$ cat config.mk
export PLATFORM = sky130hd
export DESIGN_NAME = bootrom_flash_loader_flat
export DESIGN_NICKNAME = d
export VERILOG_FILES = /design/src/rtl/bootrom_flash_loader_if.sv /design/src/rtl/bootrom_flash_loader.sv /design/src/flat_wrapper.sv
export SDC_FILE = /design/constraint.sdc
export NUM_CORES = 1
export LEC_CHECK = 0
export BUFFER_PORTS_ARGS = -buffer_cell sky130_fd_sc_hd__buf_2
export CAP_MARGIN = 15
export CORE_MARGIN = 8
export CORE_UTILIZATION = 45
export DETAILED_ROUTE_END_ITERATION = 12
export GPL_TIMING_DRIVEN = 0
export PLACE_DENSITY = 0.66
export SLEW_MARGIN = 20
export SYNTH_ARGS = -nofsm -noshare
export SYNTH_HDL_FRONTEND = slang
export SYNTH_SLANG_ARGS = --single-unit
$ cat constraint.sdc
create_clock -name clk -period 2.95 [get_ports clk]
set_input_delay 0.59 -clock clk [delete_from_list [all_inputs] [get_ports clk]]
set_output_delay 0.59 -clock clk [all_outputs]
set_load 0.05 [all_outputs]
$ cat src/rtl/bootrom_flash_loader_if.sv
// Signal bundle between the boot flash loader, its requester, the SPI flash pins and boot memory.
interface bootrom_flash_loader_if;
  logic        start;
  logic [23:0] flash_addr;
  logic [14:0] length;
  logic        busy;
  logic        done;
  logic        flash_cs_n;
  logic        flash_clk;
  logic        flash_mosi;
  logic        flash_miso;
  logic [13:0] mem_a;
  logic [7:0]  mem_din;
  logic        mem_we;
  logic [7:0]  checksum;

  modport slave (
    input  start, flash_addr, length, flash_miso,
    output busy, done, flash_cs_n, flash_clk, flash_mosi, mem_a, mem_din, mem_we, checksum
  );

  modport master (
    output start, flash_addr, length, flash_miso,
    input  busy, done, flash_cs_n, flash_clk, flash_mosi, mem_a, mem_din, mem_we, checksum
  );
endinterface

$ cat src/rtl/bootrom_flash_loader.sv
// Copies bytes from SPI flash (READ 0x03, mode 0, CLKDIV clk per SCK half-period) into boot memory.
// Define ROM_LOADER_CHECKSUM_EN to get a running byte sum on checksum; otherwise it is tied to 0.
module bootrom_flash_loader #(
  parameter int unsigned CLKDIV    = 1,
  parameter int unsigned MEM_DEPTH = 16384
) (
  input  logic                   clk,
  input  logic                   rst_n,
  bootrom_flash_loader_if.slave  bus
);

  localparam logic [2:0] S_IDLE  = 3'd0;
  localparam logic [2:0] S_CMD   = 3'd1;
  localparam logic [2:0] S_DATA  = 3'd2;
  localparam logic [2:0] S_DESEL = 3'd3;
  localparam logic [2:0] S_DONE  = 3'd4;

  localparam logic [7:0]  DIV_LAST = 8'(CLKDIV - 1);
  localparam logic [14:0] DEPTH    = 15'(MEM_DEPTH);

  logic [2:0]  state_q, state_d;
  logic [7:0]  div_q, div_d;
  logic        sclk_q, sclk_d;
  logic        cs_n_q, cs_n_d;
  logic [31:0] cmd_q, cmd_d;
  logic [4:0]  bit_q, bit_d;
  logic [6:0]  rx_q, rx_d;
  logic [14:0] len_q, len_d;
  logic [14:0] idx_q, idx_d;
  logic [1:0]  dly_q, dly_d;
  logic        we_q, we_d;
  logic [13:0] a_q, a_d;
  logic [7:0]  din_q, din_d;
  logic        tick;

  assign tick = (div_q == DIV_LAST);

  always_comb begin
    state_d = state_q;
    div_d   = div_q;
    sclk_d  = sclk_q;
    cs_n_d  = cs_n_q;
    cmd_d   = cmd_q;
    bit_d   = bit_q;
    rx_d    = rx_q;
    len_d   = len_q;
    idx_d   = idx_q;
    dly_d   = dly_q;
    we_d    = 1'b0;
    a_d     = a_q;
    din_d   = din_q;

    case (state_q)
      S_IDLE: begin
        if (bus.start) begin
          len_d = (bus.length > DEPTH) ? DEPTH : bus.length;
          idx_d = '0;
          if (bus.length == '0) begin
            state_d = S_DONE;
          end else begin
            state_d = S_CMD;
            cs_n_d  = 1'b0;
            cmd_d   = {8'h03, bus.flash_addr};
            bit_d   = '0;
            div_d   = '0;
            sclk_d  = 1'b0;
          end
        end
      end

      S_CMD, S_DATA: begin
        div_d = tick ? 8'd0 : div_q + 8'd1;
        if (tick) begin
          sclk_d = ~sclk_q;
        end
        // Rising SCK edge: sample MISO; the completed byte is written in the following cycle.
        if (tick && !sclk_q && state_q == S_DATA) begin
          rx_d = {rx_q[5:0], bus.flash_miso};
          if (bit_q[2:0] == 3'd7) begin
            we_d  = 1'b1;
            a_d   = idx_q[13:0];
            din_d = {rx_q, bus.flash_miso};
            idx_d = idx_q + 15'd1;
          end
        end
        // Falling SCK edge: advance MOSI, or close the transfer once the final bit period ends.
        if (tick && sclk_q) begin
          if (state_q == S_CMD) begin
            cmd_d = {cmd_q[30:0], 1'b0};
            bit_d = bit_q + 5'd1;
            if (bit_q == 5'd31) begin
              state_d = S_DATA;
            end
          end else begin
            bit_d = {2'b00, bit_q[2:0] + 3'd1};
            if (bit_q[2:0] == 3'd7 && idx_q == len_q) begin
              state_d = S_DESEL;
              cs_n_d  = 1'b1;
              sclk_d  = 1'b0;
              dly_d   = '0;
            end
          end
        end
      end

      S_DESEL: begin
        dly_d = dly_q + 2'd1;
        if (dly_q == 2'd3) begin
          state_d = S_DONE;
        end
      end

      S_DONE:  state_d = S_IDLE;
      default: state_d = S_IDLE;
    endcase
  end

  always_ff @(posedge clk) begin
    if (!rst_n) begin
      state_q <= S_IDLE;
      div_q   <= '0;
      sclk_q  <= 1'b0;
      cs_n_q  <= 1'b1;
      cmd_q   <= '0;
      bit_q   <= '0;
      rx_q    <= '0;
      len_q   <= '0;
      idx_q   <= '0;
      dly_q   <= '0;
      we_q    <= 1'b0;
      a_q     <= '0;
      din_q   <= '0;
    end else begin
      state_q <= state_d;
      div_q   <= div_d;
      sclk_q  <= sclk_d;
      cs_n_q  <= cs_n_d;
      cmd_q   <= cmd_d;
      bit_q   <= bit_d;
      rx_q    <= rx_d;
      len_q   <= len_d;
      idx_q   <= idx_d;
      dly_q   <= dly_d;
      we_q    <= we_d;
      a_q     <= a_d;
      din_q   <= din_d;
    end
  end

`ifdef ROM_LOADER_CHECKSUM_EN
  logic [7:0] sum_q;

  always_ff @(posedge clk) begin
    if (!rst_n) begin
      sum_q <= '0;
    end else if (state_q == S_IDLE && bus.start) begin
      sum_q <= '0;
    end else if (we_d) begin
      sum_q <= sum_q + din_d;
    end
  end

  assign bus.checksum = sum_q;
`else
  assign bus.checksum = 8'h00;
`endif

  // MOSI is the command register MSB; it shifts only on falling SCK and is zero once drained.
  assign bus.flash_mosi = cmd_q[31];
  assign bus.flash_clk  = sclk_q;
  assign bus.flash_cs_n = cs_n_q;
  assign bus.mem_we     = we_q;
  assign bus.mem_a      = a_q;
  assign bus.mem_din    = din_q;
  assign bus.busy       = (state_q == S_CMD) || (state_q == S_DATA) || (state_q == S_DESEL);
  assign bus.done       = (state_q == S_DONE);

endmodule

$ cat src/flat_wrapper.sv
// flat-port wrapper written by rule: the top's interface ports become plain ports
module bootrom_flash_loader_flat 
#(
  parameter int unsigned CLKDIV    = 1,
  parameter int unsigned MEM_DEPTH = 16384
)
  (clk, rst_n, bus_start, bus_flash_addr, bus_length, bus_flash_miso, bus_busy, bus_done, bus_flash_cs_n, bus_flash_clk, bus_flash_mosi, bus_mem_a, bus_mem_din, bus_mem_we, bus_checksum);
  bootrom_flash_loader_if bus_i ();
  input  logic clk;
  input  logic rst_n;
  input wire logic [$bits(bus_i.start)-1:0] bus_start;
  input wire logic [$bits(bus_i.flash_addr)-1:0] bus_flash_addr;
  input wire logic [$bits(bus_i.length)-1:0] bus_length;
  input wire logic [$bits(bus_i.flash_miso)-1:0] bus_flash_miso;
  output wire logic [$bits(bus_i.busy)-1:0] bus_busy;
  output wire logic [$bits(bus_i.done)-1:0] bus_done;
  output wire logic [$bits(bus_i.flash_cs_n)-1:0] bus_flash_cs_n;
  output wire logic [$bits(bus_i.flash_clk)-1:0] bus_flash_clk;
  output wire logic [$bits(bus_i.flash_mosi)-1:0] bus_flash_mosi;
  output wire logic [$bits(bus_i.mem_a)-1:0] bus_mem_a;
  output wire logic [$bits(bus_i.mem_din)-1:0] bus_mem_din;
  output wire logic [$bits(bus_i.mem_we)-1:0] bus_mem_we;
  output wire logic [$bits(bus_i.checksum)-1:0] bus_checksum;
  assign bus_i.start = bus_start;
  assign bus_i.flash_addr = bus_flash_addr;
  assign bus_i.length = bus_length;
  assign bus_i.flash_miso = bus_flash_miso;
  assign bus_busy = bus_i.busy;
  assign bus_done = bus_i.done;
  assign bus_flash_cs_n = bus_i.flash_cs_n;
  assign bus_flash_clk = bus_i.flash_clk;
  assign bus_flash_mosi = bus_i.flash_mosi;
  assign bus_mem_a = bus_i.mem_a;
  assign bus_mem_din = bus_i.mem_din;
  assign bus_mem_we = bus_i.mem_we;
  assign bus_checksum = bus_i.checksum;
  bootrom_flash_loader #(.CLKDIV(CLKDIV), .MEM_DEPTH(MEM_DEPTH)) u_core (.clk(clk), .rst_n(rst_n), .bus(bus_i));
endmodule
## After elaboration in Yosys (flattened, before gate mapping)

Cells that the tools add are included.

| word-level totals | value |
|---|---|
| input bits | 43 |
| output and inout port bits | 36 |
| register bits after elaboration | 112 |

| cells by class | value |
|---|---|
| equality and inequality tests | 19 |
| muxes and demuxes | 43 |
| bitwise gates (word level) | 1 |
| $add $sub $neg | 5 |
| reduce and logical (&&, ||, !) cells | 24 |
| magnitude comparators | 1 |

Operators by type and width:

| kind | number |
|---|---|
| 32-bit two-way mux | 4 |
| 32-bit one-hot mux with 2 select lines | 1 |
| 15-bit two-way mux | 4 |
| 15-bit one-hot mux with 2 select lines | 1 |
| 8-bit two-way mux | 3 |
| 3-bit two-way mux | 7 |
| 5-bit two-way mux | 4 |
| 8-bit one-hot mux with 2 select lines | 1 |
| 15-bit by 1-bit adder with 15-bit output (second input constant) | 1 |
| 15-bit equality test | 1 |
| 15-bit > comparator (second input constant) | 1 |
| 15-bit zero test | 1 |
| 2-bit by 1-bit inequality test with 1-bit output (second input constant) | 6 |
| 4-bit AND reduction | 3 |
| 1-bit two-way mux | 10 |
| 5-bit one-hot mux with 2 select lines | 1 |
| 5-bit AND reduction | 2 |
| 3-bit one-hot mux with 3 select lines | 1 |
| 3-bit AND reduction | 3 |
| 8-bit by 1-bit adder with 8-bit output (second input constant) | 1 |
| 8-bit zero test | 1 |
| 3-bit by 2-bit equality test with 1-bit output (second input constant) | 2 |
| 3-bit equality test (second input constant) | 2 |
| 2-bit two-way mux | 3 |
| 20 further kinds | 29 |

## Logic depth before layout (Yosys ltp)

Gate-level depths: netlist of run 1.

| logic depth | value |
|---|---|
| depth after elaboration | 6 |
| mapped depth | 11 |
| mapped depth without buffers | 10 |

## Least setup slack after synthesis of run 1

OpenSTA, ideal clock, no wires.

| path | value |
|---|---|
| path type | flip-flop to flip-flop |
| start | reg u_core.div_q[0] |
| end | reg u_core.idx_q[8] |
| stages on the path, launching flop included | 10 |
| setup time | 0.071 ns |
| period minus slack after synthesis | 2.710 ns |
| path buffers | 0 |
| data arrival time | 2.638 ns |
| data required time | 2.879 ns |
| path slack | 0.240 ns |
| cells stage by stage | dfxtp_1 -> inv_1 -> ha_1 -> or4b_1 -> nor4_1 -> ha_1 -> nand3_1 -> a2111o_1 -> or3_1 -> a21oi_1 |

| on the way | value |
|---|---|
| cells in the longest elaborated chain, start to end | 5 |

RTL lines:

| item | RTL line | source |
|---|---|---|
| start, declared | bootrom_flash_loader.sv:22 | `logic [7:0] div_q, div_d;` |
| start signal, assigned | bootrom_flash_loader.sv:135 | `div_q <= div_d;` |
| 8-bit zero test | bootrom_flash_loader.sv:36 | `assign tick = (div_q == DIV_LAST);` |
| 1-bit logical AND (2 in series) | bootrom_flash_loader.sv:77 | `if (tick && !sclk_q && state_q == S_DATA) begin` |
| 2-bit by 1-bit inequality test with 1-bit output (no source line) | - |  |
| 4-bit AND reduction (no source line) | - |  |
| end signal, assigned | bootrom_flash_loader.sv:142 | `idx_q <= idx_d;` |
| end, declared | bootrom_flash_loader.sv:29 | `logic [14:0] idx_q, idx_d;` |

No other way between the ends.
A chain may end at the register's enable or synchronous reset.

## Worst setup path after layout of run 1

Same ends and word-level chain as after synthesis.

==> results_dict.tcl, run 1 <==
set metrics [dict create \
    outcome "finished, final reports clean" \
    cp.arrival_ps 3080 \
    synth_area_leaders "dfxtp_1 (43%), nand2_1 (9.8%), a21boi_0 (4.9%)" \
    route.detailed.drc 0 \
    clock.fmax_ghz 0.358 \
    dr.pass1.iters 4 \
    start_util_pct 45.9 \
    final_area_sq_mm 0.00610 \
    synthFlopType "dfxtp_1" \
    cts_tree "yes" \
    fillers 1077 \
    slowest_delay_ps 490 \
    critPathBufInv 1 \
    drive_above_1_share_pct 17.7 \
    skew_ps 4.71 \
    postSynthCellCount 601 \
    async_flop_share_pct 0 \
    vias 4466 \
    tightest_slew_ps 1040 \
    period_share_pct 94.6 \
    die_y_um 123 \
    grt_pass1_wl_um 20000 \
    io_pins 79 \
    clock_sinks 112 \
    die_x_um 123 \
    cts_hold_buffers 0 \
    yosysTopAreaCellShare_pct 43.2 \
    crit_path_max_fanout 7 \
    drt_iter0_markers 350 \
    post-dp-hpwl_um 8970 \
    synth_cell_types 61 \
    insertedDiodeCount 0 \
    netlist_top_cells_count "nand2_1 (135), dfxtp_1 (112), a21boi_0 (34)" \
    nets 741 \
    final_max_slew_viol_count 0 \
    core.rowCount 39 \
    power.density_mw_per_mm2 535 \
    core-area_sq_mm 0.0113 \
    grt_overflow 0 \
    critical_path_class "reg2reg" \
    avgSynthCellArea_sq_um 8.64 \
    critPathCaptureType "flop" \
    place_area_sq_mm 0.00575 \
    grt_max_degree 20 \
    track_usage_pct 16.2 \
    synth_edf_count 0 \
    ant_nets 0 \
    ys_warn_count 0 \
    clk_pin_slew_worst_paths_ps 70 \
    syn2layout_area_growth_pct 17.4 \
    grt_antenna_before_repair 0 \
    synth_most_common_cell "nand2_1" \
    ys_ff_latch 112 \
    hold_viol 0 \
    cp_top_family "simple AND/OR/NAND/NOR gates" \
    synth_sequential_area_ratio_pct 43.2 \
    drt-wirelength-per-cell_um 14.8 \
    min_period_ps 2790 \
    vdd_drop_max_mv 0.306 \
    cts_buffers 9 \
    cts_buffer_depth 2 \
    r2r_setup_slack_ps 160 \
    clk_latency_ps 350 \
    p_leak_nw 2.51 \
    die-area_sq_mm 0.0152 \
    worstPathRequired_ps 3240 \
    startpoint_type "flop" \
    htree_levels 3 \
    synth_top_area_cell "dfxtp_1" \
    netlist_area_sq_mm 0.00519 \
    grt_pass1_vias 4135 \
    setup_violations 0 \
    io_buffers 70 \
    viasPerCell 5.34 \
    crit_chain "inv_1 > ha_1 > or4b_1 > nor4_4 > ha_2 > nand3_2 > a2111o_1 > or3_1 > a21oi_1" \
    setup_tns_ps 0 \
    hold_class "reg2reg" \
    drv_cap 0 \
    rsz0062_at_grt "no" \
    max_slew_margin_pct 29.8 \
    finalWirelength_um 12400 \
    finalWeightedCongestion 0.861 \
    timing.hold.ws_ps 448 \
    cts_root_buffer "clkbuf_16" \
    crit_slowest_cell "or4b_1" \
]
## worst paths after layout
path	from	end	cells past startpoint
worst max-delay path	u_core.div_q[0]$_SDFFE_PN0P_	u_core.idx_q[8]$_SDFFE_PN0P_	9
worst min-delay path	u_core.cmd_q[31]$_SDFFE_PN0P_	u_core.cmd_q[31]$_SDFFE_PN0P_	2
worst max register to register	u_core.div_q[0]$_SDFFE_PN0P_	u_core.idx_q[8]$_SDFFE_PN0P_	9
worst min register to register	u_core.cmd_q[31]$_SDFFE_PN0P_	u_core.cmd_q[31]$_SDFFE_PN0P_	2
## flip-flops by register name, summed over array words and instances, names as in the netlist
register	flops
u_core.dly_q	2
u_core.bit_q	5
u_core.len_q	15
u_core.bus.flash_clk	1
u_core.bus.mem_a	14
u_core.bus.flash_cs_n	1
u_core.state_q	3
u_core.div_q	8
u_core.rx_q	7
u_core.idx_q	15
u_core.bus.mem_din	8
u_core.cmd_q	32
u_core.bus.mem_we	1
## stage by stage
stage / utilization [%] / cells / setup WS [ps] / total power (W)
final: 53.9 / 837 / 159 / 0.00327
after floorplan: - / 608 / 240 / 0.00193
after detailed placement: 50.8 / 821 / -121 / 0.00205
after global placement: 50.8 / 821 / -74.9 / 0.00204
after global routing: 53.9 / 837 / 24.3 / 0.00342
after CTS: 53.5 / 837 / 27.2 / 0.00329
## cell usage in the layout (no fill, tap or decap), types with 15 or more instances in the layout
cell type / n
clkbuf_1: 29
nor2_1: 29
a21boi_0: 34
nand2_1: 135
o211a_1: 23
a22o_1: 15
nand3_1: 16
xnor2_1: 22
dfxtp_1: 112
a21oi_1: 15
buf_2: 75
nand4_1: 32
## worst min-delay path: cells and delay by family, from the launching register on
family	cells	cell delay [ps]
flip-flops	1	310
AND/OR/NAND/NOR	1	50
AO/OA/AOI/OAI	1	50
## layer usage
metal  share of wire, %  vias to the layer above  GRT usage, %  wire length [um]
met1                 48                     2089          21.3              5950
met2                 45                       82          25.7              5600
met5                  0                        -             0                 0
met3                5.1                       15          3.29               637
met4                1.7                        0          6.47               213
li1                   -                     2280             -                 -
## logic make-up after synthesis
family	Yosys count	share of synthesized area, %
AND/OR/NAND/NOR	263	24.8
AO/OA/AOI/OAI	126	18.5
flip-flops	112	43.2
buffers and inverters	59	5.73
XOR/XNOR	28	4.72
adder cells (fa/ha/maj)	9	2.17
multiplexers	3	0.819
other	1	0.0722
## power by group
group | internal (W) | switching (W) | total, W
Sequential | 0.00157 | 0.0000340 | 0.00160
Combinational | 0.000161 | 0.000255 | 0.000417
Clock | 0.000668 | 0.000579 | 0.00125
## final cells by class
| class | instances | area, sq um | share of cell area (%) |
|---|---|---|---|
| Buffer | 50 | 269 | 4.41 |
| Clock buffer | 9 | 225 | 3.69 |
| Clock inverter | 7 | 77.6 | 1.27 |
| Inverter | 8 | 30.0 | 0.492 |
| Multi-Input combinational cell | 437 | 2720 | 44.6 |
| Sequential cell | 112 | 2240 | 36.8 |
| Tap cell | 143 | 179 | 2.93 |
| Timing Repair Buffer | 71 | 358 | 5.87 |
## repair_timing
item,CTS,global route
pin swaps,0,1
gates resized for setup,1,7
setup buffers,0,1
endpoints found under the setup margin,29,38
Note: power is estimated with default switching activity, not from simulation.
==> inputs of run 2 (changes only) <==
--- a/config.mk
+++ b/config.mk
@@ -11,6 +11,7 @@
 export CORE_UTILIZATION = 45
 export DETAILED_ROUTE_END_ITERATION = 12
 export GPL_TIMING_DRIVEN = 0
+export MAX_ROUTING_LAYER = met4
 export PLACE_DENSITY = 0.66
 export SLEW_MARGIN = 20
 export SYNTH_ARGS = -nofsm -noshare
==> results_dict.tcl, run 2 (synthesis gave the netlist of run 1 again) <==
set metrics [dict create \
    crit_chain "inv_1 > ha_1 > or4b_1 > nor4_4 > ha_2 > nand3_2 > a2111o_1 > or3_1 > a21oi_1" \
    syn2layout_area_growth_pct 17.4 \
    setup_violations 0 \
    clock_sinks 112 \
    die_x_um 123 \
    crit_slowest_cell "or4b_1" \
    dr.pass1.iters 4 \
    drive_above_1_share_pct 17.7 \
    layout_common_cells "nand2_1 (135), dfxtp_1 (112), buf_2 (75), a21boi_0 (34), nand4_1 (32)" \
    drt_iter0_markers 347 \
    io_buffers 70 \
    insertedDiodeCount 0 \
    clk_latency_ps 360 \
    grt_pass1_wl_um 19900 \
    startpoint_type "flop" \
    crit_path_max_fanout 7 \
    use_met3_pct 4.06 \
    finalWeightedCongestion 0.875 \
    worstPathRequired_ps 3240 \
    cts_buffer_depth 2 \
    critPathCaptureType "flop" \
    power.density_mw_per_mm2 536 \
    die-area_sq_mm 0.0152 \
    regArea_sq_mm 0.00224 \
    grt_antenna_before_repair 0 \
    finalWirelength_um 12400 \
    grt_overflow 0 \
    cts_tree "yes" \
    fillers 1077 \
    critPathBufInv 1 \
    core.rowCount 39 \
    slowest_delay_ps 490 \
    multi_input_area_sq_mm 0.00272 \
    tightest_slew_ps 1040 \
    grt_max_degree 20 \
    drv_cap 0 \
    nets 741 \
    hold_viol 0 \
    drt-wirelength-per-cell_um 14.8 \
    grt-busiest-layer "met2" \
    start_util_pct 45.9 \
    cp.arrival_ps 3070 \
    io_pins 79 \
    core-area_sq_mm 0.0113 \
    max_slew_margin_pct 29.7 \
    final_max_slew_viol_count 0 \
    vdd_drop_max_mv 0.306 \
    min_period_ps 2780 \
    cts_buffers 9 \
    htree_levels 3 \
    largest_register_ffs 32 \
    cp_top_family "simple AND/OR/NAND/NOR gates" \
    critical_path_class "reg2reg" \
    p_leak_nw 2.51 \
    timing.hold.ws_ps 448 \
    skew_ps 4.33 \
    cts_root_buffer "clkbuf_16" \
    grt_pass1_vias 4134 \
    viasPerCell 5.32 \
    top_regs "u_core.cmd_q: 32 flops, u_core.idx_q: 15 flops, u_core.len_q: 15 flops" \
    vias 4451 \
    clk_pin_slew_worst_paths_ps 70 \
    outcome "finished, final reports clean" \
    hold_class "reg2reg" \
    period_share_pct 94.3 \
    grt_use_met1_pct 21.1 \
    track_usage_pct 16.7 \
    rsz0062_at_grt "no" \
    post-dp-hpwl_um 8970 \
    die_y_um 123 \
    route.detailed.drc 0 \
    power.total_w 0.00327 \
    top_register "u_core.cmd_q" \
    grt.met2_usage_pct 25.8 \
    clock.fmax_ghz 0.359 \
    final_common_cell "nand2_1" \
    ant_nets 0 \
]
==> run 2: cell counts in the layout (fill, tap and decap cells not counted) <==
No cell type changed its count.
==> run 2: worst paths after layout <==
check / startpoint / to / slack (ps) / cells after the start
worst max register to register: u_core.div_q[0]$_SDFFE_PN0P_ / u_core.idx_q[8]$_SDFFE_PN0P_ / 170 / 9
worst min register to register: u_core.cmd_q[31]$_SDFFE_PN0P_ / u_core.cmd_q[31]$_SDFFE_PN0P_ / 450 / 2
worst min-delay path: u_core.cmd_q[31]$_SDFFE_PN0P_ / u_core.cmd_q[31]$_SDFFE_PN0P_ / 450 / 2
worst max-delay path: u_core.div_q[0]$_SDFFE_PN0P_ / u_core.idx_q[8]$_SDFFE_PN0P_ / 170 / 9
==> run 2: cell type report <==
| type | instances | share of cell area (%) |
|---|---|---|
| clock inverters | 7 | 1.27 |
| well taps | 143 | 2.93 |
| flip-flops and latches | 112 | 36.8 |
| clock buffers | 9 | 3.69 |
| inverters | 8 | 0.492 |
| repair buffers | 71 | 5.87 |
| plain buffers | 50 | 4.41 |
| multi-input cells | 437 | 44.6 |
==> run 2: what timing repair did <==
| action | CTS | global route |
|---|---|---|
| setup buffers | 0 | 1 |
| resized for setup | 1 | 7 |
| pin swaps | 0 | 1 |
| endpoints found under the setup margin | 29 | 38 |
| hold buffers | 0 | 0 |
==> run 2: power by group <==
| group | internal (W) | switching, W |
|---|---|---|
| sequential | 0.00157 | 0.0000337 |
| combinational | 0.000161 | 0.000254 |
| clock | 0.000668 | 0.000581 |
==> run 2: metrics by stage <==
step                utilization, %  instances  TNS (ps)  setup WS, ps  instance area (sq um)
floorplan                        -        608         0           240                   5220
global placement              50.8        821      -268         -74.9                   5750
detailed placement            50.8        821     -1420          -121                   5750
CTS                           53.5        837         0          27.2                   6060
global route                  53.9        837         0          24.3                   6100
finish                        53.9        837         0           167                   6100
==> run 2: layer usage <==
layer  wire (um)  vias to the layer above
met4         131                        0
met5           0                        -
met3         681                        7
met2        5640                       79
met1        5900                     2093
li1            -                     2272
==> run 2: worst min-delay path, cell delays in order (launching register included) <==
cell	delay (ps)
dfxtp_1	310
nand2_1	50
o21ai_1	50
==> inputs of run 3 (changes only) <==
--- a/config.mk
+++ b/config.mk
@@ -10,7 +10,6 @@
 export CORE_MARGIN = 8
 export CORE_UTILIZATION = 45
 export DETAILED_ROUTE_END_ITERATION = 12
-export GPL_TIMING_DRIVEN = 0
 export MAX_ROUTING_LAYER = met4
 export PLACE_DENSITY = 0.66
 export SLEW_MARGIN = 20
==> results_dict.tcl, run 3 (synthesis gave the netlist of run 1 again) <==
set metrics [dict create \
    drt-wirelength-per-cell_um 14.7 \
    cts_buffer_depth 2 \
    ant_nets 0 \
    crit_path_max_fanout 6 \
    skew_ps 10.9 \
    place_ws_ps 4.15 \
    crit_chain "inv_1 > ha_1 > or4b_1 > nor4_4 > ha_2 > nand3_1 > a2111o_1 > or3_1 > a21oi_1" \
    r2r_setup_slack_ps 150 \
    hold_class "reg2reg" \
    setup_violations 0 \
    io_buffers 70 \
    die_y_um 123 \
    hold_path_end "u_core.cmd_q[31]$_SDFFE_PN0P_" \
    critPathCaptureType "flop" \
    vdd_drop_max_mv 0.275 \
    min_period_ps 2800 \
    layout_common_cells "nand2_1 (135), dfxtp_1 (112), buf_2 (70), a21boi_0 (34), nand4_1 (32)" \
    largest_register_ffs 32 \
    cts_root_buffer "clkbuf_16" \
    startpoint_type "flop" \
    die_x_um 123 \
    start_util_pct 45.9 \
    drt_iter0_markers 324 \
    tightest_slew_ps 953 \
    final_common_cell "nand2_1" \
    syn2layout_area_growth_pct 14.2 \
    clk_pin_slew_worst_paths_ps 80 \
    finalWeightedCongestion 0.800 \
    reg2reg_depth 9 \
    p_leak_nw 2.43 \
    grt_overflow 0 \
    final_area_sq_mm 0.00593 \
    hold_depth 2 \
    cts_hold_buffers 0 \
    post-dp-hpwl_um 8190 \
    io_pins 79 \
    core.rowCount 39 \
    cp.arrival_ps 3090 \
    top_register "u_core.cmd_q" \
    grt_max_degree 62 \
    insertedDiodeCount 0 \
    track_usage_pct 16.0 \
    grt_antenna_before_repair 0 \
    power.density_mw_per_mm2 539 \
    vias 4363 \
    die-area_sq_mm 0.0152 \
    outcome "finished, final reports clean" \
    clock.fmax_ghz 0.357 \
    drive_above_1_share_pct 17.5 \
    worstPathRequired_ps 3240 \
    r2r_end "u_core.idx_q[12]$_SDFFE_PN0P_" \
    clk_latency_ps 350 \
    dr.pass1.iters 5 \
    top_regs "u_core.cmd_q: 32 flops, u_core.idx_q: 15 flops, u_core.len_q: 15 flops" \
    cts_buffers 9 \
    critical_path_class "reg2reg" \
    core-area_sq_mm 0.0113 \
    rr_startpoint "u_core.div_q[0]$_SDFFE_PN0P_" \
    cts_tree "yes" \
    crit_slowest_cell "a2111o_1" \
    clock_sinks 112 \
    nets 704 \
    layout_setup_ws_ps 150 \
    route.detailed.drc 0 \
    grt_pass1_vias 3984 \
    final_max_slew_viol_count 0 \
    grt_pass1_wl_um 19300 \
    htree_levels 3 \
    max_slew_margin_pct 36.3 \
    setup_tns_ps 0 \
    place_area_sq_mm 0.00561 \
    finalWirelength_um 11800 \
    rsz0062_at_grt "no" \
    viasPerCell 5.45 \
    drv_cap 0 \
    hp-start "u_core.cmd_q[31]$_SDFFE_PN0P_" \
    hold_viol 0 \
    slowest_delay_ps 520 \
    period_share_pct 94.9 \
]
-- run 3: changes by cell type in the layout (fill, tap and decap cells not counted), sizes merged --
cell / previous run / this run
clkbuf: 40 / 9
buf: 90 / 84
bufinv: 1 / 0
clkinvlp: 1 / 2
-- run 3: final cells by class --
type	instances	area, sq um
multi-input cells	437	2700
clock inverters	7	76.3
well taps	143	179
inverters	8	30.0
clock buffers	9	225
fillers	1070	5390
repair buffers	84	480
flip-flops and latches	112	2240
-- run 3: metal layers --
metal	global-route usage [%]	wire length, um	up-vias
li1	-	-	2194
met1	20.6	5590	2066
met2	24.3	5510	93
met3	3.42	529	10
met4	5.64	135	0
met5	-	0	-
-- run 3: per-stage QoR --
stage / cells / utilization [%] / total power [W] / hold WS, ps
after global routing: 800 / 52.4 / 0.00334 / 462
final: 800 / 52.4 / 0.00320 / 447
after CTS: 799 / 52.3 / 0.00323 / 453
after global placement: 783 / 49.5 / 0.00201 / 438
after detailed placement: 783 / 49.5 / 0.00202 / 444
after floorplan: 608 / - / 0.00193 / 428
-- run 3: worst max path at each step --
| stage | startpoint | cells after the start | to |
|---|---|---|---|
| finish | u_core.div_q[0]$_SDFFE_PN0P_ | 9 | u_core.idx_q[12]$_SDFFE_PN0P_ |
| global route | u_core.div_q[0]$_SDFFE_PN0P_ | 9 | u_core.idx_q[12]$_SDFFE_PN0P_ |
| CTS | u_core.div_q[0]$_SDFFE_PN0P_ | 9 | u_core.idx_q[12]$_SDFFE_PN0P_ |
| detailed placement | u_core.div_q[0]$_SDFFE_PN0P_ | 9 | u_core.idx_q[12]$_SDFFE_PN0P_ |
| global placement | u_core.div_q[0]$_SDFFE_PN0P_ | 9 | u_core.idx_q[12]$_SDFFE_PN0P_ |
| floorplan | u_core.div_q[0]$_SDFFE_PN0P_ | 9 | u_core.idx_q[8]$_SDFFE_PN0P_ |
-- run 3: timing repair --
item / 4_1_cts / 5_1_grt
gates resized for setup: 1 / 2
cloned: 0 / 0
pin swaps: 0 / 1
buffers inserted: 0 / 1
endpoints found under the setup margin: 2 / 3
-- run 3: power breakdown --
group | leakage (nW) | internal (W) | switching, W
registers | 0.910 | 0.00157 | 0.0000348
logic | 1.38 | 0.000147 | 0.000241
clock network | 0.140 | 0.000600 | 0.000609
total | 2.43 | 0.00232 | 0.000884
-- run 3: worst max-delay path, delay by kind of cell (launching register included) --
family                   cells  cell delay [ps]
AND/OR/NAND/NOR              4             1220
AO/OA/AOI/OAI                2              680
adder cells (fa/ha/maj)      2              390
flip-flops                   1              340
buffers and inverters        1              100
